$ cat src/rtl/note_player_if.sv
`default_nettype none
// ============================================================================
// Module : note_player_if
// Brief  : Sequencer/ROM-side signal bundle for note_player.
// Rev    : 1.0  initial release
// ============================================================================
interface note_player_if #(
    parameter int BEAT_W = 6
);
    logic              play;
    logic              new_note;
    logic [5:0]        note;
    logic [BEAT_W-1:0] duration;
    logic              beat;
    logic [15:0]       half_period;
    logic              note_done;
    logic              load_new_note;
    logic [5:0]        cur_note;
    logic              busy;
    logic              tone;

    modport master (
        output play, new_note, note, duration, beat, half_period,
        input  note_done, load_new_note, cur_note, busy, tone
    );

    modport slave (
        input  play, new_note, note, duration, beat, half_period,
        output note_done, load_new_note, cur_note, busy, tone
    );
endinterface
`default_nettype wire

$ cat src/rtl/note_player.sv
`default_nettype none
// ============================================================================
// Module : note_player
// Brief  : Plays one note at a time: beat-counted duration, square-wave tone.
// Rev    : 1.0  initial release
// ============================================================================
module note_player #(
    parameter int BEAT_W = 6
) (
    input  logic        clk,
    input  logic        reset,
    note_player_if.slave bus
);
    typedef enum logic [2:0] {
        IDLE    = 3'd0,
        LOAD    = 3'd1,
        WAITROM = 3'd2,
        PLAYING = 3'd3,
        PAUSED  = 3'd4,
        DONE    = 3'd5
    } state_t;

    state_t            state;
    logic [BEAT_W-1:0] remain;
    logic [15:0]       hp_reg;
    logic [15:0]       div_cnt;
    logic [5:0]        cur_note;
    logic              note_done;
    logic              tone;

    logic              last_beat;
    logic              tone_en;

    assign last_beat = bus.beat && (remain == BEAT_W'(1));
    assign tone_en   = (cur_note != 6'd0) && (hp_reg != 16'd0);

    always_ff @(posedge clk or negedge reset) begin
        if (!reset) begin
            state     <= IDLE;
            remain    <= '0;
            hp_reg    <= 16'd0;
            div_cnt   <= 16'd0;
            cur_note  <= 6'd0;
            note_done <= 1'b0;
            tone      <= 1'b0;
        end else begin
            note_done <= 1'b0;
            case (state)
                IDLE: begin
                    if (bus.new_note) begin
                        cur_note <= bus.note;
                        remain   <= bus.duration;
                        if (bus.duration == '0) begin
                            note_done <= 1'b1;
                            state     <= DONE;
                        end else begin
                            state <= LOAD;
                        end
                    end
                end
                LOAD: state <= WAITROM;
                WAITROM: begin
                    hp_reg  <= bus.half_period;
                    div_cnt <= 16'd0;
                    tone    <= 1'b0;
                    state   <= PLAYING;
                end
                PLAYING: begin
                    // Pause wins over a coincident beat, so no decrement here.
                    if (!bus.play) begin
                        state <= PAUSED;
                    end else if (last_beat) begin
                        remain    <= remain - BEAT_W'(1);
                        tone      <= 1'b0;
                        div_cnt   <= 16'd0;
                        note_done <= 1'b1;
                        state     <= DONE;
                    end else begin
                        if (bus.beat) begin
                            remain <= remain - BEAT_W'(1);
                        end
                        if (!tone_en) begin
                            tone    <= 1'b0;
                            div_cnt <= 16'd0;
                        end else if (div_cnt == hp_reg - 16'd1) begin
                            tone    <= ~tone;
                            div_cnt <= 16'd0;
                        end else begin
                            div_cnt <= div_cnt + 16'd1;
                        end
                    end
                end
                PAUSED: begin
                    if (bus.play) begin
                        state <= PLAYING;
                    end
                end
                DONE:    state <= IDLE;
                default: state <= IDLE;
            endcase
        end
    end

    assign bus.cur_note      = cur_note;
    assign bus.note_done     = note_done;
    assign bus.tone          = tone;
    assign bus.busy          = (state != IDLE);
    assign bus.load_new_note = (state == LOAD);
endmodule
`default_nettype wire

$ cat src/flat_wrapper.sv
// flat-port wrapper written by rule: the top's interface ports become plain ports
module note_player_flat 
#(
    parameter int BEAT_W = 6
)
  (clk, reset, bus_play, bus_new_note, bus_note, bus_duration, bus_beat, bus_half_period, bus_note_done, bus_load_new_note, bus_cur_note, bus_busy, bus_tone);
  note_player_if #(.BEAT_W(BEAT_W)) bus_i ();
  input  logic clk;
  input  logic reset;
  input wire logic [$bits(bus_i.play)-1:0] bus_play;
  input wire logic [$bits(bus_i.new_note)-1:0] bus_new_note;
  input wire logic [$bits(bus_i.note)-1:0] bus_note;
  input wire logic [$bits(bus_i.duration)-1:0] bus_duration;
  input wire logic [$bits(bus_i.beat)-1:0] bus_beat;
  input wire logic [$bits(bus_i.half_period)-1:0] bus_half_period;
  output wire logic [$bits(bus_i.note_done)-1:0] bus_note_done;
  output wire logic [$bits(bus_i.load_new_note)-1:0] bus_load_new_note;
  output wire logic [$bits(bus_i.cur_note)-1:0] bus_cur_note;
  output wire logic [$bits(bus_i.busy)-1:0] bus_busy;
  output wire logic [$bits(bus_i.tone)-1:0] bus_tone;
  assign bus_i.play = bus_play;
  assign bus_i.new_note = bus_new_note;
  assign bus_i.note = bus_note;
  assign bus_i.duration = bus_duration;
  assign bus_i.beat = bus_beat;
  assign bus_i.half_period = bus_half_period;
  assign bus_note_done = bus_i.note_done;
  assign bus_load_new_note = bus_i.load_new_note;
  assign bus_cur_note = bus_i.cur_note;
  assign bus_busy = bus_i.busy;
  assign bus_tone = bus_i.tone;
  note_player #(.BEAT_W(BEAT_W)) u_core (.clk(clk), .reset(reset), .bus(bus_i));
endmodule
$ cat config.mk
export PLATFORM = sky130hd
export DESIGN_NAME = note_player_flat
export DESIGN_NICKNAME = d
export VERILOG_FILES = /design/src/rtl/note_player_if.sv /design/src/rtl/note_player.sv /design/src/flat_wrapper.sv
export SDC_FILE = /design/constraint.sdc
export NUM_CORES = 1
export LEC_CHECK = 0
export ABC_AREA = 1
export CORE_MARGIN = 4
export CORE_UTILIZATION = 49
export CTS_CLUSTER_SIZE = 25
export DETAILED_ROUTE_END_ITERATION = 10
export GPL_TIMING_DRIVEN = 1
export PLACE_DENSITY = 0.76
export RECOVER_POWER = 50
export SLEW_MARGIN = 30
export SYNTH_ARGS = -nofsm -noshare
export SYNTH_HDL_FRONTEND = slang
export SYNTH_SLANG_ARGS = --single-unit
$ cat constraint.sdc
create_clock -name clk -period 2.2 [get_ports clk]
set_clock_uncertainty 0.2 [all_clocks]
set_input_delay 0.22 -clock clk [delete_from_list [all_inputs] [get_ports clk]]
set_output_delay 0.22 -clock clk [all_outputs]
set_load 0.02 [all_outputs]
## After elaboration in Yosys (flattened, before gate mapping)

Cells that the tools add are included.

- Flip-flop bits (word level): 49
- Output and inout port bits: 10
- Word-level logic and storage cells: 63

- Add/subtract/negate cells: 3
- Equality and inequality tests: 12
- Muxes and demuxes: 26
- Bitwise logic cells: 1
- Reduce and logical (&&, ||, !) cells: 14

Operators by type and width:

| cell | number |
|---|---|
| 2-to-1 mux 16 bit | 4 |
| case mux 16 bit (2 select lines) | 1 |
| 2-to-1 mux 6 bit | 4 |
| adder 16 x 1 -> 16 bit (second input constant) | 1 |
| == test 16 bit | 1 |
| nonzero test 16 bit | 1 |
| subtractor 16 x 1 -> 16 bit (second input constant) | 1 |
| 2-to-1 mux 3 bit | 5 |
| case mux 3 bit (5 select lines) | 1 |
| case mux 6 bit (2 select lines) | 1 |
| 2-to-1 mux 1 bit | 8 |
| == test 3 x 2 -> 1 bit (second input constant) | 2 |
| == test 6 x 1 -> 1 bit (second input constant) | 1 |
| logical NOT 6 bit | 1 |
| != test 2 bit (second input constant) | 3 |
| != test 3 x 2 -> 1 bit (second input constant) | 2 |
| AND reduction 3 bit | 2 |
| nonzero test 6 bit | 1 |
| subtractor 6 x 1 -> 6 bit (second input constant) | 1 |
| != test 4 x 3 -> 1 bit (second input constant) | 1 |
| case mux 1 bit (2 select lines) | 2 |
| AND reduction 2 bit | 2 |
| AND reduction 4 bit | 1 |
| nonzero test 2 bit | 2 |
| other kinds (6) | 7 |

## Depth between registers and ports, before layout

- Depth after elaboration: 7
- Depth in mapped cells: 17
- Gate-level depth less buffers: 17

## Worst setup path after synthesis

Ideal clock, no wire load.

- Kind: register to register
- Start: reg u_core.hp_reg[0]
- End: reg u_core.div_cnt[14]
- Arrival: 1.793 ns
- Required time: 1.881 ns
- Path slack: 0.088 ns
- Cell stages (with the launch flop): 16
- Buffers on the path: 0
- Period minus slack after synthesis: 2.112 ns
- Cells stage by stage: dfrtp_1 -> inv_2 -> ha_1 -> nand2_1 -> inv_1 -> nor2_1 -> nand2_1 -> nor2_1 -> nand3_1 -> nor2_1 -> nand2_1 -> nor2_1 -> nand3_2 -> nand2_4 -> nand2_1 -> and2_1

- Word-level cells in the longest chain between the ends: 7
- Elaborated cells on any way between the ends: 9
- Classes of those cells: add/sub: 1; eq/ne: 1; mux: 5; reduce/logical: 2

RTL lines:

| element | line | text |
|---|---|---|
| start, declared | note_player.sv:25 | `logic [15:0] hp_reg;` |
| start signal, assigned | note_player.sv:63 | `hp_reg <= bus.half_period;` |
| subtractor 16 x 1 -> 16 bit | note_player.sv:85 | `end else if (div_cnt == hp_reg - 16'd1) begin` |
| == test 16 bit | note_player.sv:85 |  |
| 2-to-1 mux 16 bit | note_player.sv:85 |  |
| 2-to-1 mux 16 bit (*) | note_player.sv:82 | `if (!tone_en) begin` |
| 2-to-1 mux 16 bit (*) | note_player.sv:72 | `end else if (last_beat) begin` |
| 2-to-1 mux 16 bit (*) | note_player.sv:70 | `if (!bus.play) begin` |
| case mux 16 bit (2 select lines) (*) | note_player.sv:48 | `case (state)` |
| end signal, assigned | note_player.sv:89 | `div_cnt <= div_cnt + 16'd1;` |
| end, declared | note_player.sv:26 | `logic [15:0] div_cnt;` |

Mark *: on every way between the ends. The rest lies on a longest branch, timed or not. The select of a mux whose other input is x is not followed.
A chain may end at the register's enable or synchronous reset.

## Final worst setup path

- Start: reg u_core.hp_reg[0]
- End: reg u_core.div_cnt[5]

The elaborated chain is that of the path after synthesis.

==> impl_metrics.csv <==
group,metric,value,unit
synth,ys_ff_latch,49,
routing,wl_per_cell,12.6,um
cells_and_area,diodes,0,
power_and_ir_drop,leakagePower,1.86,nW
timing,slew_violations,0,
timing,setup_ws,0.0241,ns
cells_and_area,finalNetCount,530,
routing,wl,7180,um
global_route,gr-usage-all-layers,0.197,
routing,vias_per_cell,5.10,
clock_network,clock-sinks,49,
clock_network,insertion_delay,0.31,ns
timing,clock.fmax,460,MHz
synth,synth_cell_types,33,
placed_design,portBuffers,42,
run,max_cap_viol_count,0,
global_route,grt_max_degree,29,
cells_and_area,fillerInstances,537,
placed_design,dp_slack,-0.0776,ns
cells_and_area,stdcell_area,0.00382,sq mm
routing,antenna_left,0,
routing,drtIter0Drc,151,
routing,drc_errors,0,
synth,syn_area,0.00301,sq mm
floorplan,die_y,86.3,um
synth,synth_area_leaders,"dfrtp_1, nand2_1, inv_1",
global_route,overflow,0,
cells_and_area,final_cells,569,
clock_network,ctsHtreeMaxLevel,2,
global_route,grt_pass1_wl,11900,um
clock_network,cts_tree,"built",
synth,synth_top_area_cell,"dfrtp_1",
routing,dr.pass1.iters,4,
critical_path,slowest_delay,0.40,ns
clock_network,clk_pin_slew_worst_paths,0.09,ns
critical_path,worstPathRequired,2.19,ns
clock_network,numCtsBuffers,5,
timing,tightest_slew,0.897,ns
worst_hold_path,holdCritPathClass,"in -> reg",
critical_path,worstPathMaxFanout,4,
timing,final.setup.tns,0,ns
floorplan,start_util,0.508,
synth,yosysSeqAreaShare,0.408,
cells_and_area,seqCellArea,0.00123,sq mm
critical_path,start_kind,"flip-flop",
floorplan,die_area,0.00745,sq mm
critical_path,crit_path_end_kind,"flip-flop",
placed_design,place.gp.congestion,0.876,
critical_path,critPathMostFrequentCell,"nor2_1",
cells_and_area,drive_above_1_share,0.121,
critical_path,critical_path_class,"reg -> reg",
timing,min_period,2.18,ns
cells_and_area,final_cell_mix,"nand2_1, inv_1, dfrtp_1",
synth,syn-num-nets,468,
run_status,status,"finished clean",
synth,yosys.area.top_type_share,0.408,
placed_design,place_area,0.00360,sq mm
power_and_ir_drop,vdd_ir_drop_max,632,uV
global_route,grt_pass1_vias,2773,
synth,yosys_warnings,0,
worst_hold_path,min_path_cells,3,
timing,rsz0062_at_grt,"true",
cells_and_area,area.growth.synth_to_final,27.2,%
timing,min_period_over_period,0.989,
critical_path,critPathArrivalTime,2.17,ns
floorplan,die_width,86.3,um
timing,max_slew_margin,0.402,
placed_design,dpl.cell_count,556,
floorplan,core_region_area,0.00592,sq mm
power_and_ir_drop,p_per_area,1220,mW/mm^2
global_route,antenna_found_initial,0,
clock_network,clockRootBuffer,"clkbuf_8",
floorplan,rows,28,
timing,hold_violations,0,
timing,setup_viol,0,
critical_path,slowest_stage,"dfrtp_1",
critical_path,path_cells,"inv_2, ha_4, nand2_2, inv_1, nor2_1, nand2_1, nor2_1, nand3_1, nor2_1, nand2_1, nor2_2, nand3_2, nand2_4, buf_4, a21oi_1",
cells_and_area,fin_util,0.646,
cells_and_area,final_common_cell,"nand2_1",
synth,synth.avg_cell_area,6.98,sq um
routing,vias,2901,
critical_path,rr_worst_depth,15,
cells_and_area,multiInputGateArea,0.00158,sq mm
placed_design,hpwl,5440,um
floorplan,io_pins,43,
synth,syn_inst,431,
clock_network,cts_buffer_depth,2,
==> cell type report <==
type	instances	share of cell area
clock buffer	5	0.0180
inverter	61	0.0599
multi-input combinational	315	0.414
tap	75	0.0245
timing repair buffer	61	0.146
sequential	49	0.321
clock inverter	3	0.0170
==> per-layer routing <==
metal	wire length, um	track usage	vias to the layer above
met2	3480	0.335	73
met4	91	0.0567	0
met1	3210	0.250	1345
met3	389	0.0447	9
met5	0	0	-
li1	-	-	1474
==> final timing paths <==
| kind | endpoint | from | slack, ns |
|---|---|---|---|
| setup / recovery | u_core.div_cnt[5] | u_core.hp_reg[0] | 0.02 |
| hold / removal | u_core.hp_reg[8] | bus_half_period[8] | 0.24 |
| setup reg to reg | u_core.div_cnt[5] | u_core.hp_reg[0] | 0.02 |
| hold reg to reg | u_core.bus.cur_note[1] | u_core.bus.cur_note[1] | 0.30 |
| max in group asynchronous | u_core.div_cnt[2] | reset | 0.46 |
| min in group asynchronous | u_core.div_cnt[3] | reset | 0.34 |
==> synthesized netlist by cell type (all sizes together) <==
master   number
o2111ai       1
dfrtp        49
and2          1
nor2         56
nand3b        2
clkbuf        4
xor2         13
xnor2         4
clkinv        2
nand4         4
nor4          1
o211ai        2
a31oi         1
o31ai         2
a21oi        12
a22o          1
inv          59
nand2       146
nand3        25
nor3          6
ha            4
a32o          1
a211oi        1
o21ai        32
buf           2
==> per-stage QoR <==
step                      hold slack, ns  power [mW]
final                              0.238        4.67
after global routing               0.249        5.05
after CTS                          0.161        4.52
after detailed placement         -0.0397        3.71
after global placement           -0.0434        3.64
after floorplan                   -0.276        2.97
==> timing repair <==
action | 4_1_cts | 5_1_grt
cloned | 0 | 1
setup buffers | 0 | 3
pin swaps | 0 | 9
resized for setup | 2 | 15
hold endpoints to repair | 14 | 0
endpoints found under the setup margin | 8 | 18
hold buffers | 1 | 0
==> critical path: cells and delay by family, from the launching register on <==
family | cells | cell delay, ns
AO/OA/AOI/OAI | 1 | 0.06
adder cells (fa/ha/maj) | 1 | 0.21
buffers and inverters | 3 | 0.28
flip-flops | 1 | 0.40
AND/OR/NAND/NOR | 10 | 0.90
==> where the power goes <==
| part | internal (mW) | switching (mW) | total, mW |
|---|---|---|---|
| clock | 0.452 | 0.321 | 0.773 |
| combinational | 0.950 | 1.45 | 2.40 |
| sequential | 1.20 | 0.297 | 1.50 |
==> cells by family after synthesis <==
family,share of synthesized area
AOI/OAI and AO/OA,0.101
adders and majority gates,0.0166
buffers and inverters,0.0845
xor gates and xnor gates,0.0495
and+or+nand+nor,0.341
DFF,0.408
Note: power is estimated with default switching activity, not from simulation.
